==> src/rtl/if_fetch_ctrl_if.sv <==
// Fetch-controller bus bundle: hazard/redirect inputs, ROM port and IF/ID outputs.
// The master modport is the fetch controller; the slave modport is the surrounding pipeline and ROM.
interface if_fetch_ctrl_if;
  logic        stall_i;
  logic        redirect_i;
  logic [31:0] redirect_pc_i;
  logic [31:0] im_addr_o;
  logic [31:0] im_inst_i;
  logic        if_id_valid_o;
  logic [31:0] if_id_inst_o;
  logic [31:0] if_id_pc_o;
  logic [31:0] if_id_pc4_o;
  logic        halted_o;
  logic        fault_o;

  modport master (
    input  stall_i, redirect_i, redirect_pc_i, im_inst_i,
    output im_addr_o, if_id_valid_o, if_id_inst_o, if_id_pc_o, if_id_pc4_o,
           halted_o, fault_o
  );

  modport slave (
    output stall_i, redirect_i, redirect_pc_i, im_inst_i,
    input  im_addr_o, if_id_valid_o, if_id_inst_o, if_id_pc_o, if_id_pc4_o,
           halted_o, fault_o
  );
endinterface

==> src/rtl/if_fetch_ctrl.sv <==
// Instruction-fetch sequencer: owns the PC, fills IF/ID, handles stall/redirect/halt/fault.
// Optional macro IF_PERF_CNT_EN adds RUN-cycle and stall-cycle counters.
module if_fetch_ctrl #(
  parameter logic [31:0] PC_BASE   = 32'h0000_3000,
  parameter int unsigned IM_WORDS  = 1024,
  parameter logic [31:0] HALT_INST = 32'h0000_000C
) (
  input  logic           clk,
  input  logic           rst_n,
  if_fetch_ctrl_if.master bus
`ifdef IF_PERF_CNT_EN
  ,
  output logic [31:0]    cyc_cnt_o,
  output logic [31:0]    stall_cnt_o
`endif
);

  typedef enum logic [1:0] {BOOT, RUN, HALT, FAULT} state_e;

  localparam logic [31:0] WIN_BYTES = 32'(4 * IM_WORDS);

  state_e      state_q, state_d;
  logic [31:0] pc_q, pc_d;
  logic        valid_q, valid_d;
  logic [31:0] inst_q, inst_d;
  logic [31:0] ipc_q, ipc_d;
  logic [31:0] pc4_q, pc4_d;
  logic        halted_q, fault_q;
  logic        bubble;
  logic [31:0] pc_plus4;

  // Unsigned offset compare also rejects addresses below the base after wrap.
  function automatic logic in_window(input logic [31:0] addr);
    return (addr - PC_BASE) < WIN_BYTES;
  endfunction

  assign pc_plus4 = pc_q + 32'd4;

  always_comb begin
    state_d = state_q;
    pc_d    = pc_q;
    valid_d = valid_q;
    inst_d  = inst_q;
    ipc_d   = ipc_q;
    pc4_d   = pc4_q;
    bubble  = 1'b0;
    case (state_q)
      BOOT: begin
        bubble  = 1'b1;
        state_d = RUN;
      end
      RUN: begin
        if (bus.redirect_i) begin
          bubble = 1'b1;
          if ((bus.redirect_pc_i[1:0] != 2'b00) || !in_window(bus.redirect_pc_i)) begin
            state_d = FAULT;
          end else begin
            pc_d = bus.redirect_pc_i;
          end
        end else if (!bus.stall_i) begin
          if (!in_window(pc_q)) begin
            state_d = FAULT;
            bubble  = 1'b1;
          end else begin
            valid_d = 1'b1;
            inst_d  = bus.im_inst_i;
            ipc_d   = pc_q;
            pc4_d   = pc_plus4;
            pc_d    = pc_plus4;
            if (bus.im_inst_i == HALT_INST) begin
              state_d = HALT;
            end
          end
        end
      end
      HALT: begin
        bubble = !bus.stall_i;
      end
      FAULT: begin
        bubble = 1'b1;
      end
      default: begin
        state_d = FAULT;
        bubble  = 1'b1;
      end
    endcase
    if (bubble) begin
      valid_d = 1'b0;
      inst_d  = '0;
      ipc_d   = '0;
      pc4_d   = '0;
    end
  end

  always_ff @(posedge clk or negedge rst_n) begin
    if (!rst_n) begin
      state_q  <= BOOT;
      pc_q     <= PC_BASE;
      valid_q  <= 1'b0;
      inst_q   <= '0;
      ipc_q    <= '0;
      pc4_q    <= '0;
      halted_q <= 1'b0;
      fault_q  <= 1'b0;
    end else begin
      state_q  <= state_d;
      pc_q     <= pc_d;
      valid_q  <= valid_d;
      inst_q   <= inst_d;
      ipc_q    <= ipc_d;
      pc4_q    <= pc4_d;
      halted_q <= (state_d == HALT);
      fault_q  <= (state_d == FAULT);
    end
  end

  assign bus.im_addr_o     = pc_q;
  assign bus.if_id_valid_o = valid_q;
  assign bus.if_id_inst_o  = inst_q;
  assign bus.if_id_pc_o    = ipc_q;
  assign bus.if_id_pc4_o   = pc4_q;
  assign bus.halted_o      = halted_q;
  assign bus.fault_o       = fault_q;

`ifdef IF_PERF_CNT_EN
  logic [31:0] cyc_q, stall_cnt_q;

  always_ff @(posedge clk or negedge rst_n) begin
    if (!rst_n) begin
      cyc_q       <= '0;
      stall_cnt_q <= '0;
    end else if (state_q == RUN) begin
      cyc_q <= cyc_q + 32'd1;
      if (bus.stall_i && !bus.redirect_i) begin
        stall_cnt_q <= stall_cnt_q + 32'd1;
      end
    end
  end

  assign cyc_cnt_o   = cyc_q;
  assign stall_cnt_o = stall_cnt_q;
`endif

endmodule

==> src/flat_wrapper.sv <==
// flat-port wrapper written by rule: the top's interface ports become plain ports
module if_fetch_ctrl_flat 
#(
  parameter logic [31:0] PC_BASE   = 32'h0000_3000,
  parameter int unsigned IM_WORDS  = 1024,
  parameter logic [31:0] HALT_INST = 32'h0000_000C
)
  (clk, rst_n, bus_stall_i, bus_redirect_i, bus_redirect_pc_i, bus_im_inst_i, bus_im_addr_o, bus_if_id_valid_o, bus_if_id_inst_o, bus_if_id_pc_o, bus_if_id_pc4_o, bus_halted_o, bus_fault_o);
  if_fetch_ctrl_if bus_i ();
  input  logic clk;
  input  logic rst_n;
  input wire logic [$bits(bus_i.stall_i)-1:0] bus_stall_i;
  input wire logic [$bits(bus_i.redirect_i)-1:0] bus_redirect_i;
  input wire logic [$bits(bus_i.redirect_pc_i)-1:0] bus_redirect_pc_i;
  input wire logic [$bits(bus_i.im_inst_i)-1:0] bus_im_inst_i;
  output wire logic [$bits(bus_i.im_addr_o)-1:0] bus_im_addr_o;
  output wire logic [$bits(bus_i.if_id_valid_o)-1:0] bus_if_id_valid_o;
  output wire logic [$bits(bus_i.if_id_inst_o)-1:0] bus_if_id_inst_o;
  output wire logic [$bits(bus_i.if_id_pc_o)-1:0] bus_if_id_pc_o;
  output wire logic [$bits(bus_i.if_id_pc4_o)-1:0] bus_if_id_pc4_o;
  output wire logic [$bits(bus_i.halted_o)-1:0] bus_halted_o;
  output wire logic [$bits(bus_i.fault_o)-1:0] bus_fault_o;
  assign bus_i.stall_i = bus_stall_i;
  assign bus_i.redirect_i = bus_redirect_i;
  assign bus_i.redirect_pc_i = bus_redirect_pc_i;
  assign bus_i.im_inst_i = bus_im_inst_i;
  assign bus_im_addr_o = bus_i.im_addr_o;
  assign bus_if_id_valid_o = bus_i.if_id_valid_o;
  assign bus_if_id_inst_o = bus_i.if_id_inst_o;
  assign bus_if_id_pc_o = bus_i.if_id_pc_o;
  assign bus_if_id_pc4_o = bus_i.if_id_pc4_o;
  assign bus_halted_o = bus_i.halted_o;
  assign bus_fault_o = bus_i.fault_o;
  if_fetch_ctrl #(.PC_BASE(PC_BASE), .IM_WORDS(IM_WORDS), .HALT_INST(HALT_INST)) u_core (.clk(clk), .rst_n(rst_n), .bus(bus_i));
endmodule
==> config.mk <==
export PLATFORM = sky130hd
export DESIGN_NAME = if_fetch_ctrl_flat
export DESIGN_NICKNAME = d
export VERILOG_FILES = /design/src/rtl/if_fetch_ctrl_if.sv /design/src/rtl/if_fetch_ctrl.sv /design/src/flat_wrapper.sv
export SDC_FILE = /design/constraint.sdc
export NUM_CORES = 1
export LEC_CHECK = 0
export ABC_AREA = 1
export CORE_MARGIN = 1
export CORE_UTILIZATION = 25
export CTS_BUF_LIST = sky130_fd_sc_hd__clkbuf_8 sky130_fd_sc_hd__clkbuf_16
export CTS_CLUSTER_SIZE = 30
export DETAILED_ROUTE_END_ITERATION = 10
export SLEW_MARGIN = 5
export SYNTH_ARGS = -nofsm -noshare
export SYNTH_HDL_FRONTEND = slang
export SYNTH_SLANG_ARGS = --single-unit
==> constraint.sdc <==
create_clock -name clk -period 2.5 [get_ports clk]
set_input_delay 0.25 -clock clk [delete_from_list [all_inputs] [get_ports clk]]
set_output_delay 0.25 -clock clk [all_outputs]
set_load 0.02 [all_outputs]
==> results of run 1 <==
## metal layers
layer,vias up,track usage
li1,2679,-
met1,2438,0.1909
met2,157,0.2291
met3,12,0.04150
met4,0,0.04902
met5,-,0
## cell type report
cell class                      count  area (sq um)  area share
Tap cell                          313         391.6     0.04371
Timing Repair Buffer              216          2208      0.2465
Clock buffer                       18         439.2     0.04902
Clock inverter                     14         152.6     0.01704
Sequential cell                   131          3281      0.3662
Multi-Input combinational cell    497          2138      0.2387
Inverter                           93         349.1     0.03896
## cells by family after synthesis
| group | count (synthesis) |
|---|---|
| xor+xnor | 10 |
| simple gates | 439 |
| fa+ha+maj | 4 |
| flops | 131 |
| buf+inv | 115 |
| compound gates | 44 |
## flip-flops by register name (all words and copies together), names as in the netlist
signal / cells
u_core.bus.if_id_pc4_o: 32
u_core.bus.fault_o: 1
u_core.bus.if_id_pc_o: 30
u_core.bus.halted_o: 1
u_core.state_q: 2
u_core.bus.if_id_inst_o: 32
u_core.bus.if_id_valid_o: 1
u_core.bus.im_addr_o: 32
## worst min path at each step
stage | startpoint | endpoint | slack [ns] | cells past startpoint
after floorplan | rst_n | u_core.bus.fault_o | -0.05 | 0
after global placement | rst_n | u_core.bus.if_id_inst_o[0] | 0.32 | 1
after detailed placement | rst_n | u_core.bus.if_id_inst_o[22] | 0.32 | 1
after CTS | bus_im_inst_i[28] | u_core.bus.if_id_inst_o[28] | 0.38 | 3
after global routing | bus_im_inst_i[13] | u_core.bus.if_id_inst_o[13] | 0.41 | 3
final | bus_im_inst_i[28] | u_core.bus.if_id_inst_o[28] | 0.40 | 3
## what timing repair did
action | CTS | global route
endpoints found under the setup margin | 0 | 21
hold endpoints to repair | 65 | 0
resized for setup | 0 | 3
hold buffers | 1 | 0
## cell usage after synthesis
cell type  number  area, sq um
a21oi_1        12        60.06
and2_0          1        6.260
and2_1          1        6.260
buf_2          14        70.07
buf_4           6        45.04
clkbuf_1        2        7.510
dfrtp_1       129         3228
dfstp_2         2        52.55
ha_1            4        50.05
inv_1          92        345.3
inv_2           1        3.750
nand2_1       272         1021
nand2_2         1        6.260
nand3_1        26        130.1
nand3_2         1        10.01
nand3b_1        3        22.52
nand4_1         3        18.77
nor2_1        111        416.7
nor2_2          5        31.28
nor2_4          2        22.52
nor3_1          6        30.03
nor3_4          1        16.27
nor4_1          3        18.77
o21ai_0        31        155.2
o21ai_1         1        5.000
or2_2           3        18.77
xnor2_1         2        17.52
xor2_1          8        70.07
## cell usage in the layout, fill, tap and decap left out, types with 7 or more instances in the layout
cell type          n
a21oi_1           12
buf_12             7
buf_4             10
clkbuf_16         17
clkdlybuf4s50_1  197
dfrtp_1          129
inv_1             92
nand2_1          271
nand3_1           26
nor2_1           110
o21ai_0           31
xor2_1             8
## stage by stage
step                      std cells  hold WS [ns]  setup WS, ns  TNS [ns]
after floorplan                 743      -0.04559        0.4657         0
after global placement         1249        0.3159       0.05885         0
after detailed placement       1249        0.3213       0.03516         0
after CTS                      1282        0.3821        0.1620         0
after global routing           1282        0.4075      -0.01130  -0.01529
final                          1282        0.4047        0.2272         0
## worst max-delay path: stages, from the launching register on
cell and delay [ns]:
dfstp_2 0.60, nand2_2 0.12, nor2_1 0.12, nand3_1 0.08
nor2_1 0.12, nand3_1 0.09, nor2_1 0.12, nand3_2 0.16
nor3_4 0.25, nand3_1 0.13, buf_4 0.22, o21ai_0 0.18
## power by group
group	switching (mW)	internal [mW]	leakage (nW)
Sequential	0.0239	2.15	1.78
Clock	0.983	1.51	0.285
Combinational	0.872	0.529	2.33
==> impl_results.md, run 1 <==
* IO Port Bufs at 198
* WL met2 at 7454 um
* I/O pin count at 199
* Fmax at 440.0 MHz
* DRT antenna net count at 0
* CTS Buf Count at 17
* R2R Setup Slk at 0.23 ns
* Final HPWL DP at 12,500 um
* Drt wl/cell at 13.17 um
* Largest net degree at the start of global routing at about 70
* First-pass GRT wire length at 27,310 um
* Rows at 55
* Fillers at 2,372
* Die outline width at 155.4 um
* Worst EP required at 2.83 ns
* Layout cells sized above 1 at 0.07018
* Root Buffer: clkbuf_16
* Utilization after layout at 0.3922
* Crit path max fanout at 15
* Power per cell area at 677.1 nW/um^2
* Headroom to the max-slew limit at 0.5483
* Seq/Total Area, Yosys at 0.5574
* Placed cell areas at 8353 sq um
* Reg2reg path depth at 11
* Post-synthesis compound-gate area fraction at 0.03741
* Routed vias at 5,286
* Min cycle time layout at around 2.3 ns
* Worst slew pin tran at 0.6776 ns
* Mux share of post-synthesis cell area at 0
* Startpoint Class: register
* #FFs+latches synth at 131
* Final hold vios at 0
* Xor and xnor area share after synthesis at 0.01488
* Initial Utilization at 0.2576
* Crit. Startpoint: u_core.bus.im_addr_o[12]
* Max rail drop VDD at 0.4315 mV
* Syn avg cell area at 7.921 sq um
* Adder-cell share of the synthesized area at 0.008503
* Vias in the first global route at ~5.2k
* Die ar. at 24,160 sq um
* Max-slew violation count at 0
* CTS tree: built
* RSZ-0062 raised after global routing: yes
* Clock Pin Slew Worst Setup and Hold Paths at ~0.060 ns
* Outcome: finished clean
* Wirelength, routed at 16,890 um
* Final nets at just over 1k
* H-tree Lvls at 4
* Worst hold path type: input pin to register
* Largest family of logic cells by synthesized area: simple AND/OR/NAND/NOR gates
* Synth unique cells at 28
* Tot Pwr at 6.066 mW
* Routed vias/inst at 4.123
* Top layer in use: met4
* Met3 WL post-DR at about 1100 um
* Clk buf depth at 2
* Post-Synthesis Cells at 743
* Critical Path Sink Type: register
* Clk_lat worst skew at 0.42 ns
* Worst setup endpoint: u_core.bus.if_id_pc4_o[10]
* CP arrival at 2.60 ns
* Total track usage at 0.1455
* Mapped Area at 5886 sq um
* CTS sink count at 131
* Routability cong. at 0.8809
* Leakage at between 4 and 5 nW
* Mapped Nets at slightly above 800
* Wire length on met1 at between 8000 and 9000 um
* Initial drt markers at 222
* Reg-to-reg startpoint: u_core.bus.im_addr_o[12]
* Number of setup buffers added after CTS at 0
* Reg2reg end: u_core.bus.if_id_pc4_o[10]
* Ys Warns at 0
* # setup viols final at 0
* Period utilization at 0.9091
* Die Span Y at 155.4 um
* Initial antenna violation count at 0
* Diodes inserted at 0
* Drt drc at 0
* Drt first pass iters at 4
* Total of max-cap violations at 0
* Setup CP Type: register to register
* Worst Skew at 0.01463 ns
* Simple-gate share of the synthesized area at 0.3017
* Core area at between 20,000 and 25,000 sq um
* Grt ovf at 0
* Area delta synth->final at 52.23%
* Finished layout cell area at 8960 sq um
(Power assumes the default switching activity.)
==> inputs of run 2 (changes only) <==
--- a/config.mk
+++ b/config.mk
@@ -15,3 +15,4 @@
 export SYNTH_ARGS = -nofsm -noshare
 export SYNTH_HDL_FRONTEND = slang
 export SYNTH_SLANG_ARGS = --single-unit
+export TNS_END_PERCENT = 20
==> run 2 against run 1 <==
  * Total power barely moved
  * Setup slack got worse by 0.0016 ns
  * First-iteration DRC count rose by 2.3%
  * Die area did not move
  * Global-route usage did not move
  * Critical endpoint unchanged
==> impl_results.md, run 2 (synthesized netlist as in run 1, its figures left out) <==
* Diodes inserted at 0 (unchanged)
* Dpl ws at 0.03516 ns (unchanged)
* Initial drt markers at 227 (was 222)
* Clk buf depth at 2 (unchanged)
* CP arrival at 2.60 ns (about the same)
* Max rail drop VDD at 0.4315 mV (about the same)
* Combinational share of power at 0.231 (about the same)
* Setup CP Type: register to register (unchanged)
* Power per cell area at 677.1 nW/um^2 (about the same)
* NetSw at 1.879 mW (about the same)
* Fmax at 439.7 MHz (was 440.0 MHz)
* Worst hold path type: input pin to register (unchanged)
* Die Span Y at 155.4 um (unchanged)
* CTS tree: built (unchanged)
* Finished layout cell area at 8960 sq um (unchanged)
* Hold Slack at 0.4047 ns (about the same)
* Final nets at 1,028 (unchanged)
* Total track usage at 0.1455 (unchanged)
* Final Worst Setup Slack at 0.2256 ns (was 0.2272 ns)
* Final non-filler cell total at 1,282 (unchanged)
* Reg-to-reg startpoint: u_core.bus.im_addr_o[12] (unchanged)
* Sequential share of power at 0.359 (about the same)
* Period utilization at 0.9098 (was 0.9091)
* Fraction of power spent switching nets at 0.3097 (about the same)
* Final HPWL DP at 12,500 um (unchanged)
* Die outline width at 155.4 um (unchanged)
* Largest net degree at the start of global routing at 71 (unchanged)
* Core area at 22,850 sq um (unchanged)
* Clock power share at 0.410 (about the same)
* Die ar. at 24,160 sq um (unchanged)
* Startpoint Class: register (unchanged)
* Initial Utilization at 0.2576 (unchanged)
* Worst slew pin tran at 0.6774 ns (was 0.6776 ns)
* CTS Buf Count at 17 (unchanged)
* Outcome: finished clean (unchanged)
* Leakage at 4.395 nW (unchanged)
* Drt first pass iters at 4 (unchanged)
* Clk_lat worst skew at 0.42 ns (about the same)
* Grt ovf at 0 (unchanged)
* Initial antenna violation count at 0 (unchanged)
* Wirelength, routed at 16,890 um (about the same)
* First-pass GRT wire length at 27,310 um (unchanged)
* Number of setup buffers added after CTS at 0 (unchanged)
* Internal power at 4.188 mW (unchanged)
* Clock Pin Slew Worst Setup and Hold Paths at 0.06 ns (about the same)
* Tot Pwr at 6.067 mW (was 6.066 mW)
* Final hold vios at 0 (unchanged)
* IO Port Bufs at 198 (unchanged)
* Worst Skew at 0.01464 ns (was 0.01463 ns)
* Crit. Startpoint: u_core.bus.im_addr_o[12] (unchanged)
* Crit path max fanout at 15 (unchanged)
* Routed vias/inst at 4.124 (was 4.123)
* Total of max-cap violations at 0 (unchanged)
* Layout cells sized above 1 at 0.07018 (unchanged)
* Drt wl/cell at 13.17 um (about the same)
* Area delta synth->final at 52.23% (unchanged)
* Vias in the first global route at 5,243 (unchanged)
* Placed Instances at 1,249 (unchanged)
* I/O pin count at 199 (unchanged)
* Most frequent cells in the layout: 271 x nand2_1, 197 x clkdlybuf4s50_1, 129 x dfrtp_1 (unchanged)
* H-tree Lvls at 4 (unchanged)
* Routability cong. at 0.8809 (unchanged)
* # setup viols final at 0 (unchanged)
* Drt drc at 0 (unchanged)
* Hold path start: bus_im_inst_i[28] (unchanged)
* Min cycle time layout at 2.274 ns (was 2.273 ns)
* RSZ-0062 raised after global routing: yes (unchanged)
* DRT antenna net count at 0 (unchanged)
* Max-slew violation count at 0 (unchanged)
* Routed vias at 5,287 (was 5,286)
* Commonest non-fill, non-tap cell in the layout: nand2_1 (unchanged)
* CTS sink count at 131 (unchanged)
* Worst EP required at 2.83 ns (about the same)
* Root Buffer: clkbuf_16 (unchanged)
* Critical Path Sink Type: register (unchanged)
* Rows at 55 (unchanged)
* Placed cell areas at 8353 sq um (unchanged)
* Headroom to the max-slew limit at 0.5484 (was 0.5483)
run 2: power groups by stage:
stage          clock network (mW)  registers, mW  logic [mW]
2_1_floorplan                   0           2.23       0.720
3_3_place_gp                    0           2.21        1.43
3_5_place_dp                    0           2.22        1.42
4_1_cts                      2.56           2.18        1.43
5_1_grt                      2.65           2.18        1.57
6_report                     2.49           2.18        1.40
run 2: area by class of cell:
type	instances	area (sq um)
timing repair buffer	216	2208
clock inverter	14	152.6
sequential	131	3281
tap	313	391.6
inverter	93	349.1
multi-input combinational	497	2138
fill	2372	13890
clock buffer	18	439.2
run 2: final timing paths:
check                      slack, ns  cells after the start                           to
setup reg to reg                0.23                     11   u_core.bus.if_id_pc4_o[10]
setup / recovery                0.23                     11   u_core.bus.if_id_pc4_o[10]
min in group asynchronous       0.42                      2  u_core.bus.if_id_inst_o[22]
hold reg to reg                 0.47                      2    u_core.bus.if_id_pc_o[12]
hold / removal                  0.40                      3  u_core.bus.if_id_inst_o[28]
max in group asynchronous       1.37                      3   u_core.bus.if_id_pc4_o[26]
run 2: layer usage:
| metal | wire [um] | track usage | part of all wire |
|---|---|---|---|
| met5 | 0 | 0 | 0 |
| met4 | 214 | 0.04902 | 0.013 |
| met3 | 1137 | 0.04150 | 0.067 |
| met2 | 7459 | 0.2291 | 0.44 |
| met1 | 8076 | 0.1909 | 0.48 |
run 2: per-stage QoR:
stage / setup TNS [ns] / utilization
2_1_floorplan: 0 / -
3_5_place_dp: 0 / 0.3656
5_1_grt: -0.01529 / 0.3922
6_report: 0 / 0.3922
4_1_cts: 0 / 0.3920
3_3_place_gp: 0 / 0.3656
run 2: worst max-delay path, stage by stage, from the launching register on:
cell	delay, ns
dfstp_2	0.60
nand2_2	0.12
nor2_1	0.12
nand3_1	0.08
nor2_1	0.12
nand3_1	0.09
nor2_1	0.12
nand3_2	0.16
nor3_4	0.25
nand3_1	0.13
buf_4	0.22
o21ai_0	0.18
run 2: timing repair:
action,CTS,global route
gates resized for setup,0,3
endpoints found under the setup margin,0,21
hold buffers,1,0
endpoints found under the hold margin,65,0
